**src/rtl/load_store_unit_pkg.sv**
```systemverilog
// Shared constants and encode helpers for the RV32I load/store unit:
// memory-op alucodes, byte-enable patterns and store lane encoding.
package load_store_unit_pkg;

  localparam logic [5:0] ALU_LB  = 6'd18;
  localparam logic [5:0] ALU_LH  = 6'd19;
  localparam logic [5:0] ALU_LW  = 6'd20;
  localparam logic [5:0] ALU_LBU = 6'd21;
  localparam logic [5:0] ALU_LHU = 6'd22;
  localparam logic [5:0] ALU_SB  = 6'd23;
  localparam logic [5:0] ALU_SH  = 6'd24;
  localparam logic [5:0] ALU_SW  = 6'd25;

  localparam logic [3:0] MEM_BE_BYTE0   = 4'b0001;
  localparam logic [3:0] MEM_BE_HALF_LO = 4'b0011;
  localparam logic [3:0] MEM_BE_HALF_HI = 4'b1100;
  localparam logic [3:0] MEM_BE_WORD    = 4'b1111;

  function automatic logic is_store_op(input logic [5:0] op);
    return (op == ALU_SB) || (op == ALU_SH) || (op == ALU_SW);
  endfunction

  function automatic logic is_mem_op(input logic [5:0] op);
    return (op == ALU_LB) || (op == ALU_LH) || (op == ALU_LW) ||
           (op == ALU_LBU) || (op == ALU_LHU) || is_store_op(op);
  endfunction

  function automatic logic is_misaligned(input logic [5:0] op, input logic [1:0] off);
    logic half_op;
    logic word_op;
    half_op = (op == ALU_LH) || (op == ALU_LHU) || (op == ALU_SH);
    word_op = (op == ALU_LW) || (op == ALU_SW);
    return (half_op && off[0]) || (word_op && (off != 2'b00));
  endfunction

  // Loads always fetch the whole word; the lane is picked on the way back.
  function automatic logic [3:0] store_be(input logic [5:0] op, input logic [1:0] off);
    case (op)
      ALU_SB:  return MEM_BE_BYTE0 << off;
      ALU_SH:  return off[1] ? MEM_BE_HALF_HI : MEM_BE_HALF_LO;
      default: return MEM_BE_WORD;
    endcase
  endfunction

  function automatic logic [31:0] store_wdata(input logic [5:0] op, input logic [31:0] sd);
    case (op)
      ALU_SB:  return {4{sd[7:0]}};
      ALU_SH:  return {2{sd[15:0]}};
      ALU_SW:  return sd;
      default: return '0;
    endcase
  endfunction

endpackage

```
**src/rtl/load_store_unit_load_align.sv**
```systemverilog
// Load lane selection: picks the addressed byte/half out of the read word
// and sign- or zero-extends it according to the load alucode.
module lsu_load_align
  import load_store_unit_pkg::*;
(
  input  logic [31:0] rdata,
  input  logic [5:0]  alucode,
  input  logic [1:0]  offset,
  output logic [31:0] data
);

  logic [31:0] shifted;
  logic [7:0]  byte_sel;
  logic [15:0] half_sel;

  assign shifted  = rdata >> {offset, 3'b000};
  assign byte_sel = shifted[7:0];
  assign half_sel = offset[1] ? rdata[31:16] : rdata[15:0];

  // NOTE: data gets a default before the case so no path leaves it unassigned (no latch).
  always_comb begin
    data = '0;
    case (alucode)
      ALU_LB:  data = {{24{byte_sel[7]}}, byte_sel};
      ALU_LBU: data = {24'h0, byte_sel};
      ALU_LH:  data = {{16{half_sel[15]}}, half_sel};
      ALU_LHU: data = {16'h0, half_sel};
      ALU_LW:  data = rdata;
      default: data = '0;
    endcase
  end

endmodule

```
**src/rtl/load_store_unit.sv**
```systemverilog
// Memory-access stage: accepts one load/store, runs it over the req/ack
// bus and returns the extended load result; misaligned accesses bypass the bus.
module load_store_unit
  import load_store_unit_pkg::*;
(
  input  logic        clk,
  input  logic        rst_n,
  input  logic        req_valid,
  input  logic [5:0]  alucode,
  input  logic [31:0] addr,
  input  logic [31:0] store_data,
  output logic        busy,
  output logic        resp_valid,
  output logic [31:0] load_data,
  output logic        misaligned,
  output logic        mem_req,
  output logic        mem_we,
  output logic [31:0] mem_addr,
  output logic [3:0]  mem_be,
  output logic [31:0] mem_wdata,
  input  logic [31:0] mem_rdata,
  input  logic        mem_ack
);

  typedef enum logic [1:0] {
    IDLE   = 2'd0,
    ACCESS = 2'd1,
    RESP   = 2'd2
  } state_e;

  state_e      state_q, state_d;
  logic        accept;
  logic        misalign_req;
  logic        ack_hit;
  logic [5:0]  op_q;
  logic [1:0]  offset_q;
  logic        mem_we_q;
  logic [31:0] mem_addr_q;
  logic [3:0]  mem_be_q;
  logic [31:0] mem_wdata_q;
  logic [31:0] load_data_q;
  logic        misaligned_q;
  logic [31:0] align_data;

  always_comb begin
    state_d      = state_q;
    accept       = 1'b0;
    ack_hit      = 1'b0;
    misalign_req = is_misaligned(alucode, addr[1:0]);
    case (state_q)
      IDLE: begin
        if (req_valid && is_mem_op(alucode)) begin
          accept  = 1'b1;
          state_d = misalign_req ? RESP : ACCESS;
        end
      end
      ACCESS: begin
        if (mem_ack) begin
          ack_hit = 1'b1;
          state_d = RESP;
        end
      end
      RESP:    state_d = IDLE;
      default: state_d = IDLE;
    endcase
  end

  // NOTE: sequential state uses non-blocking assignments so every register samples pre-edge values.
  always_ff @(posedge clk or negedge rst_n) begin
    if (!rst_n) state_q <= IDLE;
    else        state_q <= state_d;
  end

  // NOTE: datapath registers are reset too, because they drive ports that must read 0 out of reset.
  always_ff @(posedge clk or negedge rst_n) begin
    if (!rst_n) begin
      op_q         <= '0;
      offset_q     <= '0;
      mem_we_q     <= 1'b0;
      mem_addr_q   <= '0;
      mem_be_q     <= '0;
      mem_wdata_q  <= '0;
      load_data_q  <= '0;
      misaligned_q <= 1'b0;
    end else begin
      if (accept) begin
        op_q        <= alucode;
        offset_q    <= addr[1:0];
        mem_we_q    <= is_store_op(alucode);
        mem_addr_q  <= {addr[31:2], 2'b00};
        mem_be_q    <= store_be(alucode, addr[1:0]);
        mem_wdata_q <= store_wdata(alucode, store_data);
        if (misalign_req) begin
          misaligned_q <= 1'b1;
          load_data_q  <= '0;
        end
      end
      // Result registers change only when a response is produced, so they hold between responses.
      if (ack_hit) begin
        misaligned_q <= 1'b0;
        load_data_q  <= is_store_op(op_q) ? '0 : align_data;
      end
    end
  end

  lsu_load_align u_load_align (
    .rdata   (mem_rdata),
    .alucode (op_q),
    .offset  (offset_q),
    .data    (align_data)
  );

  assign busy       = (state_q != IDLE);
  assign resp_valid = (state_q == RESP);
  assign mem_req    = (state_q == ACCESS);
  assign mem_we     = mem_we_q;
  assign mem_addr   = mem_addr_q;
  assign mem_be     = mem_be_q;
  assign mem_wdata  = mem_wdata_q;
  assign load_data  = load_data_q;
  assign misaligned = misaligned_q;

endmodule

```
**config.mk**
```make
export PLATFORM = sky130hd
export DESIGN_NAME = load_store_unit
export DESIGN_NICKNAME = d
export VERILOG_FILES = /design/src/rtl/load_store_unit_pkg.sv /design/src/rtl/load_store_unit_load_align.sv /design/src/rtl/load_store_unit.sv
export SDC_FILE = /design/constraint.sdc
export NUM_CORES = 1
export LEC_CHECK = 0
export CAP_MARGIN = 20
export CORE_UTILIZATION = 41
export CTS_CLUSTER_SIZE = 16
export DETAILED_ROUTE_END_ITERATION = 7
export PLACE_DENSITY = 0.87
export SYNTH_ARGS = -nofsm -noshare
export SYNTH_HDL_FRONTEND = slang
export SYNTH_SLANG_ARGS = --single-unit
```
**constraint.sdc**
```tcl
create_clock -name clk -period 2 [get_ports clk]
set_input_delay 0.5 -clock clk [delete_from_list [all_inputs] [get_ports clk]]
set_output_delay 0.5 -clock clk [all_outputs]
set_load 0.02 [all_outputs]
```
==> summary.txt, run 1 <==
Power and ir drop
  • Net Sw Frac: between 30% and 40%
  • Clock share of power: between 20% and 30%
  • Total power draw: 7.16 mW
  • Reg power frac: between 30 and 40%
  • Lkg Pwr: between 3 and 4 nW
  • P_int: around 4.7 mW
  • Switching pwr: 2.43 mW
  • Pwr/cell area: between 800 and 900 nW/um^2
  • VDD IR max: 0.616 mV
  • Gate power share: approximately 37%

Synthesis
  • Sequential share of the synthesized area: about half
  • Synth cell types: 57
  • Seq cells post-synth: 110
  • Number of flops mapped to enable cells by yosys: 0
  • Mapped Cells: 540
  • Top FF cell, synth: dfrtp_1
  • Syn Std Cell Area: ~5700 sq um
  • Syn. warnings: 0
  • Asr flop ratio synth: 100%
  • Synthesized area per cell: roughly 11 sq um

STA
  • Final Hold Viols: 0
  • Clock Skew: 0.0101 ns
  • Final setup margin: -0.0263 ns
  • Least-Margin Pin Slew: approximately 0.68 ns
  • Setup violations, final: 1
  • Setup_tns: -0.0263 ns
  • Pins Over Slew Limit: 0
  • Part of the cycle the worst path needs: 101%
  • Unrepaired setup endpoints after global routing: yes
  • Max Fclk: approximately 0.49 GHz
  • Worst slew margin: between 50% and 60%
  • Tmin final: a little over 2 ns

Worst setup path
  • WS Path Type: input port to register
  • Buf+Inv Stages, Crit Path: 1
  • CP arrival: between 2 and 2.5 ns
  • Crit path required time: 2.24 ns
  • Peak fanout along the critical path: 8
  • Largest delay share family, worst path: multiplexers
  • Critical Path End Type: register
  • Critical-path cell list: clkdlybuf4s50_1 -> or2_2 -> mux4_2 -> a22oi_1 -> o22ai_2
  • Setup crit start kind: input port
  • Largest stage delay on the critical path: between 0.6 and 0.7 ns
  • Slowest cell on the critical path: mux4_2

Routing
  • DR iter-0 viols: 430
  • Routed length per instance: 19.6 um
  • DRC violations left: 0
  • Final antenna-violating net count: 0
  • Vias per cell: about 5.8
  • Via count: 5505
  • Total wire length: around 19000 um
  • DR pass1 iterations: 5

Place
  • GPL Wtd Cong: around 0.87
  • Port Buffers: around 210
  • Placed wire-length estimate: roughly 13000 um

Clocking
  • Clock latency at the later pin of the worst-skew pair: ~0.35 ns
  • Clock tree buffer depth: 2
  • Clk root buf: clkbuf_16
  • CTS clk-pin slew, worst paths: 0.08 ns
  • CTS tree: done
  • Cts bufs inserted: 9
  • CTS sink count: between 100 and 150
  • H-tree depth: 3

Floorplanning
  • I/O pin cnt: 211
  • Rows: 42
  • Initial Utilization: 42.5%
  • Core Box Area: 13400 sq um
  • Die outline height: around 120 um
  • Die W: 120 um
  • DIE AREA: about 14000 sq um

GRT
  • Remaining global-route overflow: 0
  • Initial antenna violation count: 1
  • GR Util All Layers: 26.4%
  • Number of global-route vias before repair: around 5700
  • First-pass GRT wire length: 29600 um
  • Largest net degree at the start of global routing: 43

Outcome
  • Failing checks: setup timing
  • Status: complete, but fails checks

Layout
  • P&R area growth vs syn: 53.5%
  • Nets: ~880
  • Layout cells sized above 1: 20.6%

Job
  • Max Cap Viol: 0

Min path
  • Hold Crit Class: input port to async pin
[through the flow]
step	cells	cell area [sq um]	hold slack [ns]	setup WS (ns)	utilization [%]
5_1_grt	953	8730	0.141	-0.0107	65.2
4_1_cts	951	8650	0.133	0.00475	64.6
3_3_place_gp	931	8270	0.456	-0.502	61.7
2_1_floorplan	541	5690	0.204	0.0364	-
6_report	953	8730	0.115	-0.0263	65.2
3_5_place_dp	931	8270	0.470	-0.772	61.7
[cell usage in the layout (no fill, tap or decap), types with 4 or more instances in the layout]
cell             Yosys  final
or3b_2               4      4
o22ai_2             20     20
nand2b_1             4      4
a22oi_1             24     19
nand3b_1             6      6
a22o_1               8      8
a22oi_2              0      5
mux2_2              34     34
nor2b_1              8      7
nand2_1             79     79
a21oi_1              7      7
o211ai_1             7      7
buf_12               0      7
inv_1               12     12
a211oi_1            17     16
inv_6                0      4
dlygate4sd2_1        0      4
mux2i_1             16     16
clkdlybuf4s50_1      0    200
dfrtp_1            110    110
clkbuf_16            0     10
a221oi_1            16     16
nor2_1               9      7
nor3_1              10     10
buf_4                2     48
o21ai_0             35     34
and3_1              10     10
o22ai_1             14     14
[sequential cells by signal (all words and copies together), names as in the netlist]
name / cells
mem_addr: 30
state_q: 2
load_data: 32
mem_we: 1
mem_wdata: 32
offset_q: 2
misaligned: 1
mem_be: 4
op_q: 6
[power by group through the flow]
stage	Combinational, mW	Clock (mW)	Sequential (mW)
final	2.64	1.72	2.80
after global routing	2.80	1.85	2.85
after CTS	2.58	1.75	2.80
after detailed placement	2.52	0	2.83
after global placement	2.45	0	2.81
after floorplan	0.960	0	3.15
[cell families (layout without fill, tap and decap cells)]
kind of cell,after synthesis,after routing,share of synthesized area [%]
flops,110,110,48.4
simple gates,152,152,13.9
other cells,1,3,0.0659
mux,52,53,10.3
xor+xnor,1,1,0.154
compound gates,164,164,22.2
buf+inv,60,294,4.93
[worst reg2reg max path, delay by kind of cell, from the launching register on]
| family | cells | cell delay [ns] |
|---|---|---|
| simple gates | 2 | 1.01 |
| compound gates | 1 | 0.20 |
| flops | 1 | 0.41 |
| buf+inv | 1 | 0.19 |
[routing by layer]
layer	wire (um)	up-vias	global-route usage (%)
met5	0	-	0
met4	617	0	10.9
met3	1810	53	7.79
met2	9240	300	44.4
met1	6970	2680	31.5
li1	-	2472	-
[Yosys cell counts (all sizes together), types with 2 or more instances]
library cell	n	share of area (%)
dfrtp	110	48
nand2	79	5.2
o21ai	35	3.1
mux2	34	6.7
o22ai	34	5.9
clkbuf	27	1.8
a22oi	24	3.2
buf	21	2.4
a211oi	19	2.7
a221oi	16	2.5
mux2i	16	2.8
inv	12	0.79
and3	10	1.1
nor2	10	0.70
nor3	10	0.88
a22o	8	1.2
nor2b	8	0.88
o211ai	8	1.1
a21oi	7	0.62
nand3b	6	0.79
or3b	6	0.92
nor3b	5	0.75
nand2b	4	0.44
nor4b	3	0.57
o221ai	3	0.46
mux4	2	0.79
o21bai	2	0.26
or2	2	0.22
[what timing repair did]
| item | CTS | global route |
|---|---|---|
| setup buffers | 2 | 0 |
| setup endpoints to repair | 65 | 42 |
| hold buffers | 0 | 0 |
| cloned | 2 | 1 |
| gates resized for setup | 17 | 18 |
| endpoints found under the hold margin | 0 | 0 |
| pin swaps | 2 | 2 |
[final cells by class]
class                      instances  area [sq um]
antenna                            1          2.50
clock buffer                      11           233
clock inverter                     5          40.0
fill                            1019          4670
inverter                          12          45.0
multi-input combinational        372          2800
sequential                       110          2750
tap                              176           220
timing repair buffer             266          2640
[worst paths after layout]
| path | startpoint | end | slack [ns] | cells past startpoint |
|---|---|---|---|---|
| worst min-delay path | rst_n | mem_addr[2] | 0.12 | 1 |
| worst max register to register | op_q[3] | load_data[17] | 0.11 | 4 |
| min in group clk | mem_wdata[30] | mem_wdata[30] | 0.48 | 2 |
| worst min register to register | mem_wdata[30] | mem_wdata[30] | 0.48 | 2 |
| max in group asynchronous | rst_n | mem_be[1] | 1.24 | 2 |
| worst max-delay path | mem_rdata[23] | load_data[25] | -0.03 | 5 |
No activity file was read; power rests on OpenSTA's default activity.
==> run 2: changes to the inputs <==
--- a/config.mk
+++ b/config.mk
@@ -5,6 +5,7 @@
 export SDC_FILE = /design/constraint.sdc
 export NUM_CORES = 1
 export LEC_CHECK = 0
+export ABC_AREA = 1
 export CAP_MARGIN = 20
 export CORE_UTILIZATION = 41
 export CTS_CLUSTER_SIZE = 16
==> summary.txt, run 2 <==
Layout
  • Ant diodes: 0
  • Final Core Density: between 60% and 70%
  • Layout cells sized above 1: 7.50%
  • P&R area growth vs syn: 48.2%
  • Most frequent cells in the layout: nand2_1 (341), clkdlybuf4s50_1 (202), dfrtp_1 (110)
  • Nets: approximately 1100
  • Most common cell after layout, fill and taps aside: nand2_1

GRT
  • Number of global-route vias before repair: roughly 5700
  • Largest net degree at the start of global routing: 41
  • First-pass GRT wire length: between 20000 and 30000 um
  • Initial antenna violation count: 0
  • GR Util All Layers: about a quarter
  • Remaining global-route overflow: 0

Synthesis
  • Number of flops mapped to enable cells by yosys: 0
  • Top FF cell, synth: dfrtp_1
  • Yosys top cell area share: ~48%
  • Commonest cells in the netlist: nand2_1 (341), dfrtp_1 (110), o21ai_0 (81), inv_1 (74), nand3_1 (58)
  • Synth area leaders: dfrtp_1 (48%), nand2_1 (22%), o21ai_0 (7.1%)
  • Mapped Cells: about 800
  • Seq cells post-synth: 110
  • Most common cell in the netlist: nand2_1
  • Cell taking the most area after synthesis: dfrtp_1
  • Syn Std Cell Area: approximately 5700 sq um
  • Asr flop ratio synth: 100%
  • Syn. warnings: 0
  • Synthesized area per cell: about 7.2 sq um
  • Sequential share of the synthesized area: between 40% and 50%
  • Synth cell types: 24

Place
  • Placed wire-length estimate: about 13000 um
  • Port Buffers: ~210
  • GPL Wtd Cong: between 0.9 and 1

Worst setup path
  • WS Path Type: register to primary output
  • CP arrival: 1.39 ns
  • Slowest cell on the critical path: clkdlybuf4s50_1
  • Reg-to-Reg Start: offset_q[1]
  • Peak fanout along the critical path: 2
  • Crit path required time: about 1.5 ns
  • Setup crit start kind: register
  • Buf+Inv Stages, Crit Path: 1
  • Critical Path End Type: primary output
  • Largest delay share family, worst path: buffers and inverters
  • Critical path launch point: mem_we
  • Largest stage delay on the critical path: between 0.6 and 0.7 ns
  • Reg-to-reg slack, setup: roughly 0.34 ns
  • Worst r2r path cells: 9
  • RR Endpoint: load_data[16]
  • Critical-path cell list: clkdlybuf4s50_1

Power and ir drop
  • Pwr/cell area: 998 nW/um^2
  • VDD IR max: ~0.57 mV
  • Lkg Pwr: 4.36 nW
  • Total power draw: between 8 and 9 mW

STA
  • Final Hold Viols: 0
  • Clock Skew: about 0.0064 ns
  • Unrepaired setup endpoints after global routing: no
  • Max Fclk: approximately 0.53 GHz
  • Pins Over Slew Limit: 0
  • Tmin final: about 1.9 ns
  • Setup violations, final: 0
  • Part of the cycle the worst path needs: between 90% and 100%

Clocking
  • Cts bufs inserted: 9
  • Clock latency at the later pin of the worst-skew pair: 0.36 ns
  • Clk root buf: clkbuf_16
  • H-tree depth: 3
  • CTS clk-pin slew, worst paths: roughly 0.080 ns
  • CTS tree: done
  • Clock tree buffer depth: 2
  • CTS sink count: 110
  • Post-CTS Setup Bufs: 0

Job
  • Max Cap Viol: 0

Routing
  • DR pass1 iterations: 7
  • Routed length per instance: 14.4 um
  • Vias per cell: approximately 5.0
  • Final antenna-violating net count: 0
  • Via count: 6064
  • DR iter-0 viols: roughly 380
  • Total wire length: between 15000 and 20000 um
  • DRC violations left: 0

Floorplanning
  • Rows: between 40 and 50
  • Initial Utilization: 42.6%
  • Core Box Area: roughly 13000 sq um
  • DIE AREA: ~14000 sq um
  • Die W: about 120 um
  • Die outline height: 120 um
  • I/O pin cnt: 211

Min path
  • Hold Crit Class: input port to async pin

Outcome
  • Status: completed
[run 2: logic make-up after synthesis]
group | Yosys count | synth area share (%)
AO/OA/AOI/OAI | 96 | 8.58
flip-flops | 110 | 48.0
other | 1 | 0.0654
AND/OR/NAND/NOR | 475 | 34.3
buffers and inverters | 117 | 9.08
[run 2: repair_timing]
| item | 4_1_cts | 5_1_grt |
|---|---|---|
| resized for setup | 4 | 4 |
| gates cloned | 0 | 0 |
| hold buffers | 0 | 0 |
| pin swaps | 0 | 1 |
| setup endpoints to repair | 3 | 41 |
[run 2: stage by stage]
stage	std cells	TNS [ns]	worst slack (ns)	instance area [sq um]	hold WS [ns]
after floorplan	800	0	0.340	5740	0.204
after global placement	1188	-20.97	-0.257	8210	0.453
after detailed placement	1188	-27.32	-0.331	8210	0.458
after CTS	1203	0	0.0149	8480	0.112
after global routing	1203	0	0.0189	8490	0.137
final	1203	0	0.108	8490	0.0984
[run 2: worst max path at each step]
stage | to | cells past startpoint | slack (ns)
6_report | mem_we | 1 | 0.11
5_1_grt | load_data[26] | 11 | 0.02
3_5_place_dp | load_data[19] | 10 | -0.33
4_1_cts | load_data[26] | 10 | 0.01
3_3_place_gp | load_data[31] | 10 | -0.26
2_1_floorplan | load_data[19] | 12 | 0.34
[run 2: power breakdown]
part / total, mW / switching (mW) / internal (mW)
logic: 3.57 / 1.95 / 1.62
registers: 3.20 / 0.393 / 2.81
clock network: 1.71 / 0.853 / 0.853
[run 2: area by class of cell]
cell class | count | area, sq um
multi-input combinational | 573 | 2480
sequential | 110 | 2750
fill | 1150 | 4960
clock buffer | 9 | 225
clock inverter | 6 | 46.3
timing repair buffer | 248 | 2470
tap | 176 | 220
inverter | 81 | 304
[run 2: routing by layer]
layer  vias to the layer above  share of wire, %  wire length (um)  global-route usage, %
li1                       2939                 -                 -                      -
met3                        38               8.9              1540                   6.04
met5                         -                 0                 0                      0
met1                      2774                41              7060                   30.4
met2                       313                47              8230                   40.5
met4                         0               3.0               529                   11.1
